## src/rtl/key_state_encoder.sv

```systemverilog
// Five-button front-panel encoder: sync, debounce, press-edge detect, 3-bit code.
// Optional KEY_STEP_BUTTON_EN adds a debounced btn_next that steps the code 0..4.
module key_state_encoder #(
  parameter int DEBOUNCE_CYCLES = 16,
  parameter int CNT_W           = 5
) (
  input  logic       clk,
  input  logic       rst_n,
  input  logic       btn1,
  input  logic       btn2,
  input  logic       btn3,
  input  logic       btn4,
  input  logic       btn5,
`ifdef KEY_STEP_BUTTON_EN
  input  logic       btn_next,
`endif
  output logic [2:0] state,
  output logic       valid,
  output logic       err
);

  localparam logic [CNT_W-1:0] CNT_MAX = CNT_W'(DEBOUNCE_CYCLES - 1);

  logic [4:0]       raw;
  logic [4:0]       sync1_q, sync1_d;
  logic [4:0]       sync2_q, sync2_d;
  logic [4:0]       cand_q, cand_d;
  logic [4:0]       deb_q, deb_d;
  logic [4:0]       deb_p_q, deb_p_d;
  logic [CNT_W-1:0] cnt_q, cnt_d;
  logic [2:0]       state_q, state_d;
  logic             valid_q, valid_d;
  logic             err_q, err_d;

  logic             press;
  logic             single;
  logic [2:0]       key_code;

  assign raw = {btn5, btn4, btn3, btn2, btn1};

  always_comb begin
    sync1_d = raw;
    sync2_d = sync1_q;
    cand_d  = cand_q;
    cnt_d   = cnt_q;
    deb_d   = deb_q;
    deb_p_d = deb_q;
    if (sync2_q != cand_q) begin
      cand_d = sync2_q;
      cnt_d  = '0;
    end else if (cnt_q == CNT_MAX) begin
      deb_d = cand_q;
    end else begin
      cnt_d = cnt_q + 1'b1;
    end
  end

  // Only a rise from all-released counts as a press.
  assign press  = (deb_q != 5'b00000) && (deb_p_q == 5'b00000);
  assign single = $onehot(deb_q);

  always_comb begin
    key_code = 3'd0;
    unique case (deb_q)
      5'b00001: key_code = 3'd0;
      5'b00010: key_code = 3'd1;
      5'b00100: key_code = 3'd2;
      5'b01000: key_code = 3'd3;
      5'b10000: key_code = 3'd4;
      default:  key_code = 3'd0;
    endcase
  end

`ifdef KEY_STEP_BUTTON_EN
  logic             nsync1_q, nsync1_d;
  logic             nsync2_q, nsync2_d;
  logic             ncand_q, ncand_d;
  logic             ndeb_q, ndeb_d;
  logic             ndeb_p_q, ndeb_p_d;
  logic [CNT_W-1:0] ncnt_q, ncnt_d;
  logic             step;

  always_comb begin
    nsync1_d = btn_next;
    nsync2_d = nsync1_q;
    ncand_d  = ncand_q;
    ncnt_d   = ncnt_q;
    ndeb_d   = ndeb_q;
    ndeb_p_d = ndeb_q;
    if (nsync2_q != ncand_q) begin
      ncand_d = nsync2_q;
      ncnt_d  = '0;
    end else if (ncnt_q == CNT_MAX) begin
      ndeb_d = ncand_q;
    end else begin
      ncnt_d = ncnt_q + 1'b1;
    end
  end

  assign step = ndeb_q && !ndeb_p_q;

  always_ff @(posedge clk or negedge rst_n) begin
    if (!rst_n) begin
      nsync1_q <= 1'b0;
      nsync2_q <= 1'b0;
      ncand_q  <= 1'b0;
      ndeb_q   <= 1'b0;
      ndeb_p_q <= 1'b0;
      ncnt_q   <= '0;
    end else begin
      nsync1_q <= nsync1_d;
      nsync2_q <= nsync2_d;
      ncand_q  <= ncand_d;
      ndeb_q   <= ndeb_d;
      ndeb_p_q <= ndeb_p_d;
      ncnt_q   <= ncnt_d;
    end
  end
`endif

  always_comb begin
    state_d = state_q;
    valid_d = 1'b0;
    err_d   = 1'b0;
    if (press) begin
      if (single) begin
        state_d = key_code;
        valid_d = 1'b1;
      end else begin
        err_d = 1'b1;
      end
    end
`ifdef KEY_STEP_BUTTON_EN
    // A direct key in the same cycle wins over the step.
    else if (step) begin
      state_d = (state_q == 3'd4) ? 3'd0 : state_q + 3'd1;
      valid_d = 1'b1;
    end
`endif
  end

  always_ff @(posedge clk or negedge rst_n) begin
    if (!rst_n) begin
      sync1_q <= 5'b00000;
      sync2_q <= 5'b00000;
      cand_q  <= 5'b00000;
      deb_q   <= 5'b00000;
      deb_p_q <= 5'b00000;
      cnt_q   <= '0;
      state_q <= 3'b000;
      valid_q <= 1'b0;
      err_q   <= 1'b0;
    end else begin
      sync1_q <= sync1_d;
      sync2_q <= sync2_d;
      cand_q  <= cand_d;
      deb_q   <= deb_d;
      deb_p_q <= deb_p_d;
      cnt_q   <= cnt_d;
      state_q <= state_d;
      valid_q <= valid_d;
      err_q   <= err_d;
    end
  end

  assign state = state_q;
  assign valid = valid_q;
  assign err   = err_q;

endmodule

```

## config.mk

```make
export PLATFORM = sky130hd
export DESIGN_NAME = key_state_encoder
export DESIGN_NICKNAME = d
export VERILOG_FILES = /design/src/rtl/key_state_encoder.sv
export SDC_FILE = /design/constraint.sdc
export NUM_CORES = 1
export LEC_CHECK = 0
export ABC_AREA = 1
export CAP_MARGIN = 5
export CORE_MARGIN = 3
export CORE_UTILIZATION = 50
export DETAILED_ROUTE_END_ITERATION = 12
export HOLD_SLACK_MARGIN = 0.06
export PLACE_DENSITY = 0.76
export SETUP_SLACK_MARGIN = 0.15
export SLEW_MARGIN = 20
export SYNTH_ARGS = -nofsm -noshare
export SYNTH_HDL_FRONTEND = slang
export SYNTH_SLANG_ARGS = --single-unit
```

## constraint.sdc

```tcl
create_clock -name clk -period 2.5 [get_ports clk]
set_clock_uncertainty 0.2 [all_clocks]
set_input_delay 0.25 -clock clk [delete_from_list [all_inputs] [get_ports clk]]
set_output_delay 0.25 -clock clk [all_outputs]
set_load 0.005 [all_outputs]
```

---- After elaboration in Yosys (flattened, before gate mapping) ----
Cells that the tools add are included.
word-level totals
  flip-flop bits (word level) ............. 35
  input bits .............................. 7
cells by class
  bitwise logic cells ..................... 1
  muxes and demuxes ....................... 7
  eq/ne operators ......................... 8
  $add $sub $neg .......................... 5
  reductions and logical operators ........ 5
operator list
  operator                                                               count
  3-bit case mux with 4 select lines                                     1
  5-bit by 4-bit equality test with 1-bit output, second input constant  2
  5-bit 2-to-1 mux                                                       2
  5-bit by 1-bit adder with 5-bit output, second input constant          1
  5-bit by 2-bit equality test with 1-bit output, second input constant  1
  5-bit by 3-bit equality test with 1-bit output, second input constant  1
  5-bit equality test, second input constant                             1
  5-bit logical NOT                                                      1
  5-bit inequality test                                                  1
  5-bit nonzero test                                                     1
  1-bit by 1-bit adder with 2-bit output                                 2
  1-bit 2-to-1 mux                                                       4
  2-bit AND reduction                                                    2
  2-bit by 2-bit adder with 3-bit output                                 1
  3-bit by 1-bit adder with 3-bit output                                 1
  3-bit by 1-bit equality test with 1-bit output, second input constant  1
  2-bit inequality test, second input constant                           1
  1-bit logical AND                                                      1
  1-bit inverter                                                         1

---- Longest topological paths before layout ----
  depth after elaboration ................. 6
  depth in mapped cells ................... 10
  gate-level depth less buffers ........... 10

---- Worst setup path before layout ----
No wires, ideal clock.
  path type ............................... reg-to-reg
  start point ............................. register deb_q[0] (netlist: deb_p_d[0])
  end point ............................... register state_q[2] (netlist: state[2])
  slack ................................... 0.069 ns
  arrival time ............................ 2.110 ns
  path buffers ............................ 0
  cell stages (with the launch flop) ...... 10
  required time ........................... 2.179 ns
  period minus slack after synthesis ...... 2.431 ns
  cells stage by stage .................... dfrtp_1 > inv_1 > fa_1 > inv_1 > fa_1 > ha_1 > nor3_2 > nand4_2 > nand2_1 > o21ai_1
on the way
  longest elaborated chain between the ends .. 5
RTL lines
  element                                                       RTL line  text
  from (decl)                                                   28        logic [4:0] deb_q, deb_d;
  from (signal assigned)                                        147       deb_q <= 5'b00000;
  from (signal assigned)                                        157       deb_q <= deb_d;
  1-bit by 1-bit adder with 2-bit output (implied by the code)  60        assign single = $onehot(deb_q);
  2-bit by 2-bit adder with 3-bit output (implied by the code)  60
  3-bit by 1-bit adder with 3-bit output (implied by the code)  60
  3-bit by 1-bit equality test with 1-bit output                60
  2-bit AND reduction (no source line)                          --
  to (signal assigned)                                          160       state_q <= state_d;
  to (decl)                                                     31        logic [2:0] state_q, state_d;
Parallel ways exist; a longest one is shown, timed or not.
A chain may end at the register's enable or synchronous reset.

---- Final worst setup path ----
  start point ............................. register deb_q[0] (netlist: deb_p_d[0])
  end point ............................... register state_q[1] (netlist: state[1])
The elaborated chain is that of the path after synthesis.

==> impl_metrics.py <==
metrics = {
    "cells_and_area": {
        "fin_nets": 186,
        "areaGrowthSynthToFinish_pct": 18.2,
        "fillers": 231,
        "antennaDiodeCount": 0,
        "fin_area_mm2": 0.00177,
        "final_core_utilization": 0.632,
        "drive_gt1_frac": 0.214,
    },
    "yosys": {
        "yosys.area.top_type": "dfrtp_1",
        "synthTopCellsByArea": "dfrtp_1 58%, nand2_1 9.5%, inv_1 5.5%",
        "syn_nets": 165,
        "synth_fa_ha_area_frac": 0.0683,
        "netlist_area_mm2": 0.00150,
        "yosys_warnings": 0,
        "synth-async-reset-ratio": 1.00,
        "synthSimpleGateAreaFrac": 0.239,
        "synth_top_family_by_area": "simple AND/OR/NAND/NOR gates",
        "synth_cells": 151,
        "synth.mux.area_fraction": 0,
        "yosysMostFrequentCell": "nand2_1",
        "synthXorXnorAreaFrac": 0.0117,
        "ys_types": 23,
        "yosys.area.top_type_share": 0.583,
        "synth_compound_area_frac": 0.0192,
        "synth_ff_type": "dfrtp_1",
        "yosysSeqAreaShare": 0.583,
        "synth-edff-count": 0,
        "postSynthAreaPerCell_um2": 9.94,
        "synth-seq-cells": 35,
        "synthTopCellsByCount": "38 x nand2_1, 35 x dfrtp_1, 22 x inv_1, 13 x nor2_1, 9 x nand3_1",
    },
    "route": {
        "dr.pass1.iters": 4,
        "via_per_inst": 4.92,
        "drc": 0,
        "antenna_left": 0,
        "vias": 1003,
        "totalWireLength_um": 2440,
        "routedWlPerCell_um": 12.0,
        "drtIter0Drc": 45,
    },
    "global_route": {
        "first_global_vias": 1051,
        "grt-ovfl-total": 0,
        "grt_pass1_wl_um": 4280,
        "antenna_found_initial": 0,
        "grt_max_degree": 36,
        "grt_usage": 0.166,
    },
    "placed_design": {
        "gp_congestion": 0.838,
        "placed_area_mm2": 0.00165,
        "portBuffers": 11,
        "dp_hpwl_um": 1660,
    },
    "pwr": {
        "power.leakage_uw": 0.000921,
        "pwr-share-seq": 0.638,
        "internal_power_uw": 706,
        "ir_drop_mv": 0.423,
        "p_per_area_mw_per_mm2": 518,
        "clockPowerShare": 0.310,
        "net-switching-power_uw": 213,
        "switching_share": 0.232,
        "combPwrFrac": 0.052,
    },
    "timing": {
        "fmax_ghz": 0.411,
        "fin_crit_sh": 0.973,
        "slew_headroom": 0.713,
        "rsz0062_at_grt": "true",
        "drv_slew": 0,
        "fin_hold_ws_ns": 0.0990,
        "period_minus_slack_ns": 2.43,
        "hold_viol": 0,
        "setup_viol": 0,
        "tightest_slew_ns": 0.431,
    },
    "die": {
        "die_w_um": 60.8,
        "row_count": 19,
        "pin_count": 12,
        "initial_core_util": 0.535,
        "core_area_mm2": 0.00281,
        "fp.dieArea_mm2": 0.00370,
        "die_height_um": 60.8,
    },
    "worst_setup_path": {
        "r2r_end": "state[1]$_DFFE_PN0P_",
        "crit_buf_inv": 4,
        "cpMaxStageDelayCell": "fa_1",
        "cp_cell_sequence": "inv_2 -> fa_1 -> inv_1 -> fa_2 -> inv_2 -> nor3_4 -> nand4_4 -> inv_2 -> nand2_2 -> nand2_2",
        "startpoint": "deb_p_d[0]$_DFFE_PN0P_",
        "rr_worst_depth": 10,
        "crit_arrival_ns": 2.52,
        "cpMostUsedCell": "inv_2",
        "required_ns": 2.59,
        "critPathMaxStageDelay_ns": 0.53,
        "reg2reg_slack_ns": 0.07,
        "crit_family": "adder cells",
        "end_kind": "flop",
        "worstSetupPathType": "flop to flop",
        "critPathMaxFanout": 5,
        "regToRegStartpoint": "deb_p_d[0]$_DFFE_PN0P_",
        "critPathLaunchType": "flop",
    },
    "run": {
        "drv_cap": 0,
    },
    "cts": {
        "clkTransAtPathRegs_ns": 0.11,
        "cts_tree": "done",
        "numCtsBuffers": 5,
        "h-tree-depth": 2,
        "cts_sinks": 35,
        "clockBufferDepth": 2,
        "clk_latency_ns": 0.34,
        "clockRootBuffer": "clkbuf_4",
    },
    "min_path": {
        "hold_path_class": "input port to asynchronous set/reset pin",
    },
    "outcome": {
        "status": "completed",
    },
}
kinds of logic (layout without fill, tap and decap cells):
group / count (synthesis) / after routing
XOR/XNOR: 2 / 2
buffers and inverters: 29 / 51
AND/OR/NAND/NOR: 73 / 73
AO/OA/AOI/OAI: 5 / 5
adder cells (fa/ha/maj): 7 / 7
flip-flops: 35 / 35
power by group through the flow:
stage               Combinational [µW]  Clock [µW]  Sequential (µW)
global placement                  47.5           0              597
finish                            47.9         285              586
detailed placement                49.0           0              597
global route                      54.9         323              588
floorplan                         26.6           0              596
CTS                               49.4         296              586
registers in the layout (all words and copies together), names as in the netlist:
| register | flops |
|---|---|
| cand_q | 5 |
| cnt_q | 5 |
| deb_p_d | 5 |
| deb_p_q | 5 |
| err | 1 |
| state | 3 |
| sync1_q | 5 |
| sync2_q | 5 |
| valid | 1 |
timing repair:
action                                  4_1_cts  5_1_grt
endpoints found under the setup margin        4        4
resized for setup                             2        5
hold buffers                                  0        0
buffers inserted                              4        3
pin swaps                                     2        0
how the worst max path moves through the flow:
stage | endpoint | slack [ns] | depth (start not counted)
after floorplan | state[2]$_DFFE_PN0P_ | 0.15 | 9
after global placement | state[2]$_DFFE_PN0P_ | 0.12 | 9
after detailed placement | state[1]$_DFFE_PN0P_ | 0.04 | 10
after CTS | state[1]$_DFFE_PN0P_ | 0.10 | 10
after global routing | state[1]$_DFFE_PN0P_ | -0.03 | 10
final | state[1]$_DFFE_PN0P_ | 0.07 | 10
layout make-up:
type / instances / area, µm² / share of cell area
Sequential cell: 35 / 876 / 0.494
Tap cell: 31 / 38.8 / 0.0219
Multi-Input combinational cell: 87 / 546 / 0.307
Inverter: 23 / 86.3 / 0.0487
Clock buffer: 7 / 45.0 / 0.0254
Timing Repair Buffer: 20 / 178 / 0.100
Clock inverter: 1 / 5.00 / 0.00282
metrics by stage:
stage / setup WS [ns] / TNS (ns) / instances / total power, µW
after global placement: 0.117 / 0 / 189 / 644
final: 0.0682 / 0 / 204 / 919
after floorplan: 0.150 / 0 / 151 / 622
after global routing: -0.0289 / -0.0435 / 204 / 966
after CTS: 0.104 / 0 / 201 / 932
after detailed placement: 0.0355 / 0 / 189 / 647
routing by layer:
metal  global-route usage  routed length, µm
met5                    0                  0
met4                0.133                 86
met3               0.0447                 90
met2                0.281               1260
met1                0.171               1010
cells in the final DEF, fill, tap and decap left out, drive strengths merged:
cell type / instances
nand2: 40
dfrtp: 35
inv: 23
nor2: 16
clkdlybuf4s50: 11
nand3: 11
buf: 9
clkbuf: 7
ha: 5
nor3: 3
o21ai: 3
xor2: 2
nand4: 2
a21oi: 2
fa: 2
and3: 1
clkinv: 1
No activity file was read; power rests on OpenSTA's default activity.
